===== src/rtl/menu_ctrl_pkg.sv =====
// Shared mode, song and phase codes for the menu controller, plus mode-step helpers.
package menu_ctrl_pkg;

  typedef enum logic [2:0] {
    ModeFree = 3'd0,
    ModeAuto = 3'd1,
    ModeStdy = 3'd2,
    ModePlay = 3'd3,
    ModeSet  = 3'd4
  } mode_e;

  typedef enum logic [1:0] {
    PhBrowseMode = 2'd0,
    PhBrowseSong = 2'd1,
    PhRun        = 2'd2
  } phase_e;

  localparam logic [2:0] SongLittleStar = 3'd0;

  // Illegal codes fall back to the free mode.
  function automatic logic [2:0] mode_next(input logic [2:0] m);
    case (m)
      ModeFree: return ModeAuto;
      ModeAuto: return ModeStdy;
      ModeStdy: return ModePlay;
      ModePlay: return ModeSet;
      ModeSet:  return ModeFree;
      default:  return ModeFree;
    endcase
  endfunction

  function automatic logic [2:0] mode_prev(input logic [2:0] m);
    case (m)
      ModeFree: return ModeSet;
      ModeAuto: return ModeFree;
      ModeStdy: return ModeAuto;
      ModePlay: return ModeStdy;
      ModeSet:  return ModePlay;
      default:  return ModeFree;
    endcase
  endfunction

  function automatic logic mode_has_song(input logic [2:0] m);
    return (m == ModeAuto) || (m == ModeStdy) || (m == ModePlay);
  endfunction

endpackage


===== src/rtl/menu_ctrl_btn_debounce.sv =====
// Button conditioner: 2-FF synchroniser, level debouncer and one-cycle press detector.
module menu_ctrl_btn_debounce #(
  parameter int unsigned DB_CYCLES = 2_000_000
) (
  input  logic clk,
  input  logic rst_n,
  input  logic btn,
  output logic press
);

  localparam int unsigned CntW = $clog2(DB_CYCLES + 1);

  logic [1:0]      sync_q;
  logic            level_q;
  logic            level_dly_q;
  logic            armed_q;
  logic            press_q;
  logic [CntW-1:0] cnt_q;

  // Synchroniser resets high so a button held through reset never arms the
  // press detector until a release has actually been seen.
  always_ff @(posedge clk or negedge rst_n) begin
    if (!rst_n) begin
      sync_q      <= 2'b11;
      level_q     <= 1'b0;
      level_dly_q <= 1'b0;
      armed_q     <= 1'b0;
      press_q     <= 1'b0;
      cnt_q       <= '0;
    end else begin
      sync_q      <= {sync_q[0], btn};
      armed_q     <= armed_q | ~sync_q[1];
      level_dly_q <= level_q;
      press_q     <= level_q & ~level_dly_q & armed_q;
      if (sync_q[1] != level_q) begin
        if (cnt_q == CntW'(DB_CYCLES - 1)) begin
          level_q <= sync_q[1];
          cnt_q   <= '0;
        end else begin
          cnt_q <= cnt_q + 1'b1;
        end
      end else begin
        cnt_q <= '0;
      end
    end
  end

  assign press = press_q;

endmodule


===== src/rtl/menu_ctrl.sv =====
// Menu navigation controller: debounced buttons drive the mode/song menu and
// produce start/stop strobes on entry to and exit from the run phase.
module menu_ctrl
  import menu_ctrl_pkg::*;
#(
  parameter int unsigned DB_CYCLES = 2_000_000,
  parameter int unsigned NUM_SONGS = 2
) (
  input  logic       clk,
  input  logic       rst_n,
  input  logic       btn_up,
  input  logic       btn_down,
  input  logic       btn_ok,
  input  logic       btn_back,
  input  logic       song_done,
  output logic [2:0] state,
  output logic [2:0] song,
  output logic [1:0] phase,
  output logic       active,
  output logic       start_pulse,
  output logic       stop_pulse
);

  localparam logic [2:0] SongLast = 3'(NUM_SONGS - 1);

  logic [3:0] raw;
  logic [3:0] press;
  logic [2:0] state_q;
  logic [2:0] song_q;
  phase_e     phase_q;
  logic       start_q;
  logic       stop_q;

  assign raw = {btn_back, btn_ok, btn_down, btn_up};

  for (genvar i = 0; i < 4; i++) begin : g_btn
    menu_ctrl_btn_debounce #(
      .DB_CYCLES(DB_CYCLES)
    ) u_db (
      .clk  (clk),
      .rst_n(rst_n),
      .btn  (raw[i]),
      .press(press[i])
    );
  end

  // The if/else chains encode event priority: back > ok > up > down.
  always_ff @(posedge clk or negedge rst_n) begin
    if (!rst_n) begin
      state_q <= ModeFree;
      song_q  <= SongLittleStar;
      phase_q <= PhBrowseMode;
      start_q <= 1'b0;
      stop_q  <= 1'b0;
    end else begin
      start_q <= 1'b0;
      stop_q  <= 1'b0;
      case (phase_q)
        PhBrowseMode: begin
          if (press[3]) begin
            phase_q <= PhBrowseMode;
          end else if (press[2]) begin
            if (state_q == ModeFree || state_q == ModeSet) begin
              phase_q <= PhRun;
              start_q <= 1'b1;
            end else if (mode_has_song(state_q)) begin
              phase_q <= PhBrowseSong;
            end else begin
              state_q <= ModeFree;
            end
          end else if (press[0]) begin
            state_q <= mode_next(state_q);
          end else if (press[1]) begin
            state_q <= mode_prev(state_q);
          end
        end
        PhBrowseSong: begin
          if (press[3]) begin
            phase_q <= PhBrowseMode;
          end else if (press[2]) begin
            phase_q <= PhRun;
            start_q <= 1'b1;
          end else if (press[0]) begin
            song_q <= (song_q >= SongLast) ? 3'd0 : song_q + 3'd1;
          end else if (press[1]) begin
            song_q <= (song_q == 3'd0) ? SongLast : song_q - 3'd1;
          end
        end
        PhRun: begin
          if (press[3]) begin
            phase_q <= PhBrowseMode;
            stop_q  <= 1'b1;
          end else if (song_done && mode_has_song(state_q)) begin
            phase_q <= PhBrowseSong;
            stop_q  <= 1'b1;
          end
        end
        default: phase_q <= PhBrowseMode;
      endcase
    end
  end

  assign state       = state_q;
  assign song        = song_q;
  assign phase       = phase_q;
  assign active      = (phase_q == PhRun);
  assign start_pulse = start_q;
  assign stop_pulse  = stop_q;

endmodule

===== config.mk =====
export PLATFORM = sky130hd
export DESIGN_NAME = menu_ctrl
export DESIGN_NICKNAME = d
export VERILOG_FILES = /design/src/rtl/menu_ctrl_pkg.sv /design/src/rtl/menu_ctrl_btn_debounce.sv /design/src/rtl/menu_ctrl.sv
export SDC_FILE = /design/constraint.sdc
export NUM_CORES = 1
export LEC_CHECK = 0
export CORE_MARGIN = 3
export CORE_UTILIZATION = 40
export CTS_CLUSTER_SIZE = 30
export DETAILED_ROUTE_END_ITERATION = 10
export PLACE_DENSITY = 0.57
export SYNTH_ARGS = -nofsm -noshare
export SYNTH_HDL_FRONTEND = slang
export SYNTH_HIERARCHICAL = 1
export SYNTH_SLANG_ARGS = --single-unit

===== constraint.sdc =====
create_clock -name clk -period 2.22 [get_ports clk]
set_input_delay 0.333 -clock clk [delete_from_list [all_inputs] [get_ports clk]]
set_output_delay 0.333 -clock clk [all_outputs]
set_load 0.05 [all_outputs]

After elaboration in Yosys (flattened, before gate mapping)
Index checks and enable logic that the tools add are counted.
{"block": "word_totals", "inputBits": 7, "output_inout_bits": 11, "elab_cells": 131, "ff_bits": 118}
{"block": "op_classes", "magnitude_cmp": 1, "n_mux": 37, "eq_ne": 20, "bitwise_logic": 22, "n_reduce_logical": 16, "addsub": 6}
{"cell": "21-bit 2-to-1 mux", "n": 8}
{"cell": "21-bit by 1-bit adder with 21-bit output, second input constant", "n": 4}
{"cell": "21-bit == test, second input constant", "n": 4}
{"cell": "3-bit 2-to-1 mux", "n": 9}
{"cell": "3-bit case mux with 4 select lines", "n": 2}
{"cell": "2-bit 2-to-1 mux", "n": 8}
{"cell": "1-bit NOT", "n": 10}
{"cell": "3-bit by 1-bit != test with 1-bit output, second input constant", "n": 3}
{"cell": "1-bit AND", "n": 8}
{"cell": "1-bit 2-to-1 mux", "n": 8}
{"cell": "2-bit AND reduction", "n": 4}
{"cell": "4-bit AND reduction", "n": 2}
{"cell": "3-bit by 2-bit == test with 1-bit output, second input constant", "n": 2}
{"cell": "3-bit zero test", "n": 2}
{"cell": "2-bit case mux with 3 select lines", "n": 1}
{"cell": "5-bit AND reduction", "n": 1}
{"cell": "1-bit != test", "n": 4}
{"cell": "2-bit != test, second input constant", "n": 2}
{"cell": "4-bit by 3-bit != test with 1-bit output, second input constant", "n": 1}
{"cell": "1-bit OR", "n": 4}
{"cell": "3-bit by 1-bit adder with 3-bit output, second input constant", "n": 1}
{"cell": "3-bit by 1-bit == test with 1-bit output, second input constant", "n": 1}
{"cell": "3-bit == test, second input constant", "n": 1}
{"cell": "3-bit by 1-bit greater-or-equal comparator with 1-bit output, second input constant", "n": 1}
{"cell": "9 further kinds", "n": 11}

Depth between registers and ports, before layout
Gate-level depths: netlist (run 1).
{"block": "logic_depth", "ltp_word": 8, "depth_mapped": 7, "depth_no_buf": 5}

Modules after synthesis
The synthesis (run 1) kept the hierarchy.
{"mod": "menu_ctrl_btn_debounce at g_btn[0].u_db ...", "instances": 3, "seq_area_each_um2": 678.2, "area_per_inst_um2": 1288.7, "cells_each": 119}
{"mod": "menu_ctrl_btn_debounce at g_btn[3].u_db", "instances": 1, "seq_area_each_um2": 678.2, "area_per_inst_um2": 1286.2, "cells_each": 119}
{"mod": "menu_ctrl", "instances": 1, "seq_area_each_um2": 250.2, "area_per_inst_um2": 700.7, "cells_each": 75}

Worst setup path after synthesis (run 1)
OpenSTA, ideal clock, no wires.
{"block": "synth_timing", "path_kind": "register to register", "startpoint": "register phase_q[1], in the netlist phase[1]", "endpoint": "register phase_q[1], in the netlist phase[1]", "path_buffers": 0, "t_required_ns": 2.142, "stages_incl_launch_ff": 4, "slack_ns": 0.238, "setup_time_ns": 0.078, "period_less_slack_ns": 1.982, "t_arrival_ns": 1.905, "cell_sequence": "dfrtp_1 nor2b_1 o21ai_0 a21oi_1"}
{"block": "synth_between", "elab_chain_cells": 3, "word_cells_on_any_way": 9}
{"item": "start, declared", "line": "menu_ctrl.sv:30", "rtl": "phase_e phase_q;"}
{"item": "start signal, assigned", "line": "menu_ctrl.sv:52", "rtl": "phase_q <= PhBrowseMode;"}
{"item": "start signal, assigned", "line": "menu_ctrl.sv:61", "rtl": "phase_q <= PhBrowseMode;"}
{"item": "start signal, assigned", "line": "menu_ctrl.sv:64", "rtl": "phase_q <= PhRun;"}
{"item": "2-bit == test *"}
{"item": "via active", "line": "menu_ctrl.sv:19", "rtl": "output logic active,"}
{"item": "3-bit by 1-bit != test with 1-bit output (no source line)"}
{"item": "4-bit AND reduction (no source line)"}
The timed path passes the listed nets; every way through them passes the cells marked *.
A chain may end at the register's enable or synchronous reset.

Final worst setup path (run 1)
{"block": "layout_timing", "startpoint": "register state_q[0], in the netlist state[0]", "endpoint": "output state[0]"}
{"item": "start, declared", "line": "menu_ctrl.sv:28", "rtl": "logic [2:0] state_q;"}
{"item": "start signal, assigned", "line": "menu_ctrl.sv:50", "rtl": "state_q <= ModeFree;"}
{"item": "start signal, assigned", "line": "menu_ctrl.sv:69", "rtl": "state_q <= ModeFree;"}
{"item": "start signal, assigned", "line": "menu_ctrl.sv:72", "rtl": "state_q <= mode_next(state_q);"}
{"item": "end, declared", "line": "menu_ctrl.sv:16", "rtl": "output logic [2:0] state,"}
No word-level cell between the ends.

==> summary.md, run 1 <==
| Metric | Value |
|---|---|
| Critical Path AT | 1.83 ns |
| Crit-path cells | clkdlybuf4s50_1 |
| R2R Setup Slk | 0.31 ns |
| CTS Sinks | 118 |
| CTS resizes | 0 |
| HPWL Detailed | 7250 um |
| Total Wirelength | 10600 um |
| TritonCTS Buffers | 17 |
| Lkg Pwr | 2.84 nW |
| Synth Cell Area | 5850 um^2 |
| Vias/cell | 5.31 |
| Pre-CTS setup slack | 0.311 ns |
| Worst Path Buf+Inv | 1 |
| Int Power | 0.00388 W |
| Clock Tree Buf Depth | 2 |
| Power share of the clock group | 0.531 |
| Pin count of the biggest net entering global routing | 46 |
| Part of the Yosys area used for sequential elements | 0.506 |
| Placed Area | 6210 um^2 |
| Vias in the first global route | 4098 |
| Setup TNS | 0 ns |
| Hold Violations, Final | 0 |
| Flop pwr share | 0.441 |
| WS Path Type | reg -> out |
| Starting density of the core | 0.415 |
| CP required | 1.89 ns |
| Rel. slew slack | 0.670 |
| Met2 GRT Util | 0.226 |
| Area of the multi-input gates | 2700 um^2 |
| Slowest cell delay on critical path | 0.87 ns |
| WL/cell | 13.6 um |
| CTS clk-pin slew, worst paths | 0.06 ns |
| DR pass1 iterations | 4 |
| GRT met1 Usage | 0.186 |
| # Post-CTS Setup Buffers | 0 |
| Syn avg cell area | 10.6 um^2 |
| Post-Synthesis Cells | 551 |
| Worst vdd ir | 0.538 mV |
| Unrepaired setup endpoints after global routing | false |
| Design Area, Final | 6800 um^2 |
| CP max-delay cell | clkdlybuf4s50_1 |
| Final #Nets | 599 |
| Crit path max-delay family | buffers and inverters |
| Crit. End Element | output pin |
| Die height | 127 um |
| Gpl congestion | 0.813 |
| Cell area power density | 736 nW/um^2 |
| Die area | 16100 um^2 |
| Clk_lat worst skew | 0.41 ns |
| Fill cells | 1316 |
| Cts hold-fix bufs | 1 |
| Vias post-DR | 4122 |
| Final setup violation count | 0 |
| H-tree depth | 4 |
| IO Pins | 18 |
| Worst Path Max Fanout | 11 |
| Initial antenna violation count | 0 |
| CTS tree | built |
| Status | completed |
| Initial DRC Count | 148 |
| Switching Fraction | 0.225 |
| Syn nets | 566 |
| Tcrit/Tclk final | 0.976 |
| Gr usage total | 0.143 |
| Type of origin of the critical path | flip-flop |
| DIE WIDTH | 127 um |
| Gate power share | 0.028 |
| Tightest Hold Check Type | in -> reg |
| Async SR Flop Fraction | 1.00 |
| Antenna Cells | 0 |
| Layout cells sized above 1 | 0.127 |
| Count of port buffers added during placement | 17 |
| Post-synth EDFFs | 0 |
| Synth Warn # | 6 |
| Register area | 2960 um^2 |
| GRT met3 Usage | 0.0505 |
| Synth Register Bits | 118 |
| DRC errors left | 0 |
| Post-synthesis cell type count | 54 |
| Highest clock rate | 0.462 GHz |
| Final worst slack | 0.0542 ns |
| First-pass GRT wire length | 18900 um |
| Post-DRT Antenna Nets | 0 |
| Busiest layer in global routing | met2 |
| Primary FF master, synth | dfrtp_1 |
| Max-Cap Viols | 0 |
| Synth-to-layout area growth | 16.2% |
| NetSw | 0.00113 W |
| CORE AREA | 14100 um^2 |
| # rows | 43 |
| Period minus WS final | 2.17 ns |
| Final Power | 0.00501 W |
| GRT Residual Overflow | 0 |
| Max Transition Viols Final | 0 |
| Clock skew | 0.00703 ns |
| Tightest Pin Transition | 0.488 ns |
| Root Driver | clkbuf_16 |
## synth_stat cells, types with 14 or more instances
| cell | n | area, um^2 |
|---|---|---|
| dfrtp_1 | 110 | 2750 |
| nor2_1 | 67 | 251 |
| nand2_1 | 38 | 143 |
| xor2_1 | 30 | 263 |
| xnor2_1 | 28 | 245 |
| a21oi_1 | 25 | 125 |
| nand3_1 | 20 | 100 |
| nand4_1 | 20 | 125 |
| inv_1 | 16 | 60.1 |
| o31ai_1 | 16 | 120 |
| o21ai_0 | 14 | 70.1 |
| or4_1 | 14 | 105 |
## flip-flops by register name (all words and copies together) (netlist names), 2 cells and up
register                count
song                        3
g_btn.u_db/level_dly_q      4
g_btn.u_db/armed_q          4
g_btn.u_db/cnt_q           84
phase                       2
g_btn.u_db/level_q          4
g_btn.u_db/sync_q           8
g_btn.u_db/press            4
state                       3
## power by group through the flow
stage | clock, W | combinational (W) | sequential, W
6_report | 0.00266 | 0.000141 | 0.00221
5_1_grt | 0.00284 | 0.000165 | 0.00221
4_1_cts | 0.00273 | 0.000147 | 0.00221
3_5_place_dp | 0 | 0.000144 | 0.00225
3_3_place_gp | 0 | 0.000142 | 0.00224
2_1_floorplan | 0 | 0.0000749 | 0.00224
## stage by stage
stage | cells | utilization | hold WS, ns
2_1_floorplan | 551 | - | 0.0374
5_1_grt | 777 | 0.483 | 0.312
6_report | 777 | 0.483 | 0.326
3_5_place_dp | 744 | 0.440 | 0.335
4_1_cts | 777 | 0.483 | 0.307
3_3_place_gp | 744 | 0.440 | 0.326
## cells by family (layout without fill, tap and decap cells)
| group | count (synthesis) | count (layout) | synth area share |
|---|---|---|---|
| xor gates and xnor gates | 58 | 58 | 0.0868 |
| AOI/OAI and AO/OA | 73 | 73 | 0.0782 |
| muxes | 7 | 7 | 0.0130 |
| and+or+nand+nor | 256 | 256 | 0.266 |
| adders and majority gates | 8 | 8 | 0.0171 |
| buffers and inverters | 31 | 77 | 0.0325 |
| DFF | 118 | 118 | 0.506 |
## area by class of cell
class	count	share of cell area
flip-flops and latches	118	0.436
clock inverters	15	0.0232
multi-input cells	402	0.397
repair buffers	29	0.0397
inverters	16	0.00883
clock buffers	17	0.0625
well taps	180	0.0331
## worst paths after layout
path,from,endpoint,depth (start not counted)
worst max-delay path,state[0]$_DFFE_PN0P_,state[0],1
worst min-delay path,btn_up,g_btn[0].u_db/sync_q[0]$_DFF_PN1_,1
worst max register to register,g_btn[1].u_db/cnt_q[11]$_DFF_PN0_,g_btn[1].u_db/cnt_q[9]$_DFF_PN0_,5
worst min register to register,g_btn[3].u_db/sync_q[0]$_DFF_PN1_,g_btn[3].u_db/sync_q[1]$_DFF_PN1_,0
max in group asynchronous,rst_n,g_btn[1].u_db/sync_q[0]$_DFF_PN1_,3
min in group asynchronous,rst_n,state[2]$_DFFE_PN0P_,2
## layout by cell type, fill, tap and decap left out, drive strengths merged, types with 16 or more instances in the layout
cell and instances:
dfrtp 110, nor2 67, nand2 38, xor2 30, xnor2 28, nand4 28, a21oi 25, nand3 20
or3 18, clkbuf 17, inv 17, o31ai 16
## per-layer routing
metal  part of all wire  vias to the layer above
li1                   -                     2056
met1               0.50                     2016
met3              0.029                        6
met4             0.0080                        0
met5                  0                        -
met2               0.47                       44
Power figures use the tool's default switching activity.
==> run 2: changes to the inputs <==
Settings changed: ABC_AREA set to 1, CORE_UTILIZATION 40 to 58, PLACE_DENSITY 0.57 to 0.77, RECOVER_POWER set to 100.
==> summary.md, run 2 <==
| Metric | Value |
|---|---|
| R2R Path Start | g_btn[3].u_db/sync_q[1]$_DFF_PN1_ |
| Vias in the first global route | 4850 (+18%) |
| CTS Sinks | 118 (unchanged) |
| Post-Synthesis Cells | 792 (+44%) |
| Synth Warn # | 6 (unchanged) |
| R2R Setup Slk | 0.37 ns (+0.06 ns) |
| Async SR Flop Fraction | 1.00 (unchanged) |
| Crit-path cells | clkdlybuf4s50_1 |
| Vias/cell | 5.22 (-1.7%) |
| Starting density of the core | 0.602 (+0.187) |
| Post-synth top area share | 0.437 (-0.0333) |
| Slowest cell delay on critical path | 0.84 ns (-0.03 ns) |
| Unrepaired setup endpoints after global routing | false |
| Most common cell in the netlist | nor2_1 |
| Status | completed |
| Flop pwr share | 0.433 (-0.008) |
| Most common cell after layout, fill and taps aside | nor2_1 |
| WS Path Type | reg -> out |
| Initial antenna violation count | 0 (unchanged) |
| Total Wirelength | 12400 um (+17%) |
| DR pass1 iterations | 5 (+1) |
| Largest register by flop count | g_btn.u_db/cnt_q |
| Hold_ws | 0.325 ns (-0.000472 ns) |
| Power share of the clock group | 0.542 (+0.011) |
| GRT Residual Overflow | 0 (unchanged) |
| Pin count of the biggest net entering global routing | 56 (+22%) |
| Top Registers | g_btn.u_db/cnt_q (84), g_btn.u_db/sync_q (8) |
| Cell area power density | 713 nW/um^2 (-3.1%) |
| Post-DRT Antenna Nets | 0 (unchanged) |
| CTS tree | built |
| Syn nets | 807 (+43%) |
| Rel. slew slack | 0.400 (-0.270) |
| HPWL Detailed | 8950 um (+23%) |
| Top cells by count, synth | nor2_1 (167), nand2_1 (149), dfrtp_1 (110) |
| Gpl congestion | 0.936 (+15%) |
| Part of the Yosys area used for sequential elements | 0.470 (-0.0358) |
| Worst Path Max Fanout | 5 (-6) |
| CORE AREA | 10500 um^2 (-26%) |
| Max Transition Viols Final | 0 (unchanged) |
| Final setup violation count | 0 (unchanged) |
| # rows | 37 (-14%) |
| CP required | 1.89 ns (about the same) |
| DIE WIDTH | 110 um (-13%) |
| Layout cells sized above 1 | 0.106 (-0.0213) |
| Die height | 110 um (-13%) |
| Worst Path Buf+Inv | 1 (unchanged) |
| Antenna Cells | 0 (unchanged) |
| Synth-to-layout area growth | 13.3% |
| Setup TNS | 0 ns (unchanged) |
| Synth top area cells | dfrtp_1 (44%), nor2_1 (10%), nand2_1 (8.9%) |
| Vias post-DR | 5137 (+25%) |
| Highest clock rate | 0.471 GHz (+2.0%) |
| Crit path max-delay family | buffers and inverters |
| Synth Cell Area | 6300 um^2 (+7.6%) |
| Gr usage total | 0.225 (+0.0823) |
| Hold Violations, Final | 0 (unchanged) |
| Tightest Pin Transition | 0.900 ns (+0.412 ns) |
| Clock skew | 0.00804 ns (+0.00100 ns) |
| NetSw | 0.00102 W (-9.1%) |
| WL/cell | 12.6 um (-7.4%) |
| First-pass GRT wire length | 21400 um (+13%) |
| Die area | 12100 um^2 (-25%) |
| Post-synthesis cell type count | 28 (-48%) |
| Syn avg cell area | 7.95 um^2 (-25%) |
| TritonCTS Buffers | 17 (unchanged) |
| Type of origin of the critical path | flip-flop |
| Crit. End Element | output pin |
| Tightest Hold Check Type | in -> async |
| Max-Cap Viols | 0 (unchanged) |
| Initial DRC Count | 346 (+130%) |
| Cell taking the most area after synthesis | dfrtp_1 |
| CP max-delay cell | clkdlybuf4s50_1 |
| Synth Register Bits | 118 (unchanged) |
| Worst reg2reg endpoint | g_btn[3].u_db/cnt_q[10]$_DFF_PN0_ |
| Post-synth EDFFs | 0 (unchanged) |
| Critical Path AT | 1.79 ns (-0.04 ns) |
| Worst vdd ir | 0.676 mV (+26%) |
| Final #Nets | 851 (+42%) |
| DRC errors left | 0 (unchanged) |
| CTS clk-pin slew, worst paths | 0.05 ns (about the same) |
| Most frequent cells in the layout | nor2_1 (186), nand2_1 (160), dfrtp_1 (110) |
| Clock Tree Buf Depth | 2 (unchanged) |
| Period minus WS final | 2.12 ns (-0.0425 ns) |
| IO Pins | 18 (unchanged) |
| Root Driver | clkbuf_8 |
| Int Power | 0.00407 W (+4.8%) |
| Clk_lat worst skew | 0.51 ns (+0.10 ns) |
| Lkg Pwr | 3.14 nW (+11%) |
| Count of port buffers added during placement | 17 (unchanged) |
| Critical Path Start | song[2]$_DFFE_PN0P_ |
| H-tree depth | 4 (unchanged) |
| Max reg flops | 84 (unchanged) |
| Primary FF master, synth | dfrtp_1 |
| Switching Fraction | 0.201 (-0.0238) |
| Gate power share | 0.025 (-0.003) |
| R2r worst-path depth | 5 (unchanged) |
| Tcrit/Tclk final | 0.956 (-0.0192) |
run 2: layout make-up:
class	instances	area (um^2)
repair buffers	25	205
clock buffers	23	447
clock inverters	9	151
flip-flops and latches	118	2960
well taps	136	170
fillers	837	3320
multi-input cells	580	2850
inverters	94	353
run 2: worst reg2reg max path: cells and delay by family (launching register included):
kind | cells | cell delay [ns]
buffers and inverters | 2 | 0.64
flip-flops | 1 | 0.57
AND/OR/NAND/NOR | 2 | 0.41
XOR/XNOR | 1 | 0.12
run 2: power by group through the flow:
stage	sequential [W]	combinational [W]	clock, W
3_3_place_gp	0.00224	0.000140	0
5_1_grt	0.00221	0.000152	0.00293
6_report	0.00220	0.000130	0.00276
4_1_cts	0.00220	0.000146	0.00282
2_1_floorplan	0.00224	0.0000614	0
3_5_place_dp	0.00224	0.000143	0
run 2: worst max path at each step:
stage,cells after the start,endpoint,slack [ns]
6_report,1,song[2],0.1
5_1_grt,1,song[2],0.01
4_1_cts,1,song[0],0.03
3_5_place_dp,3,active,0.49
3_3_place_gp,3,active,0.53
2_1_floorplan,7,phase[0]$_DFFE_PN0P_,0.51
run 2: per-layer routing:
layer	global-route usage	vias up	part of all wire
met5	0	-	0
met2	0.367	129	0.49
met1	0.292	2401	0.46
met4	0.0871	0	0.015
met3	0.0559	24	0.041
li1	-	2583	-
run 2: what timing repair did:
item | CTS | global route
pin swaps | 0 | 0
hold buffers | 1 | 0
endpoints found under the hold margin | 78 | 0
resized for setup | 1 | 1
buffers inserted | 0 | 0
endpoints found under the setup margin | 1 | 1
cloned | 0 | 0
run 2: kinds of logic (layout without fill, tap and decap cells):
kind of cell | count (synthesis) | after routing | synth area share
fa+ha+maj | 8 | 8 | 0.0159
simple gates | 476 | 476 | 0.350
xor+xnor | 39 | 39 | 0.0590
compound gates | 57 | 57 | 0.0491
buf+inv | 94 | 151 | 0.0560
flops | 118 | 118 | 0.470
run 2: stage by stage:
stage / area, um^2 / power (W) / utilization / instances / setup slack, ns
floorplan: 6300 / 0.00230 / - / 792 / 0.509
global placement: 6700 / 0.00238 / 0.641 / 952 / 0.535
detailed placement: 6700 / 0.00238 / 0.641 / 952 / 0.491
CTS: 7310 / 0.00517 / 0.699 / 985 / 0.0286
global route: 7140 / 0.00529 / 0.682 / 985 / 0.0132
finish: 7140 / 0.00509 / 0.682 / 985 / 0.0967
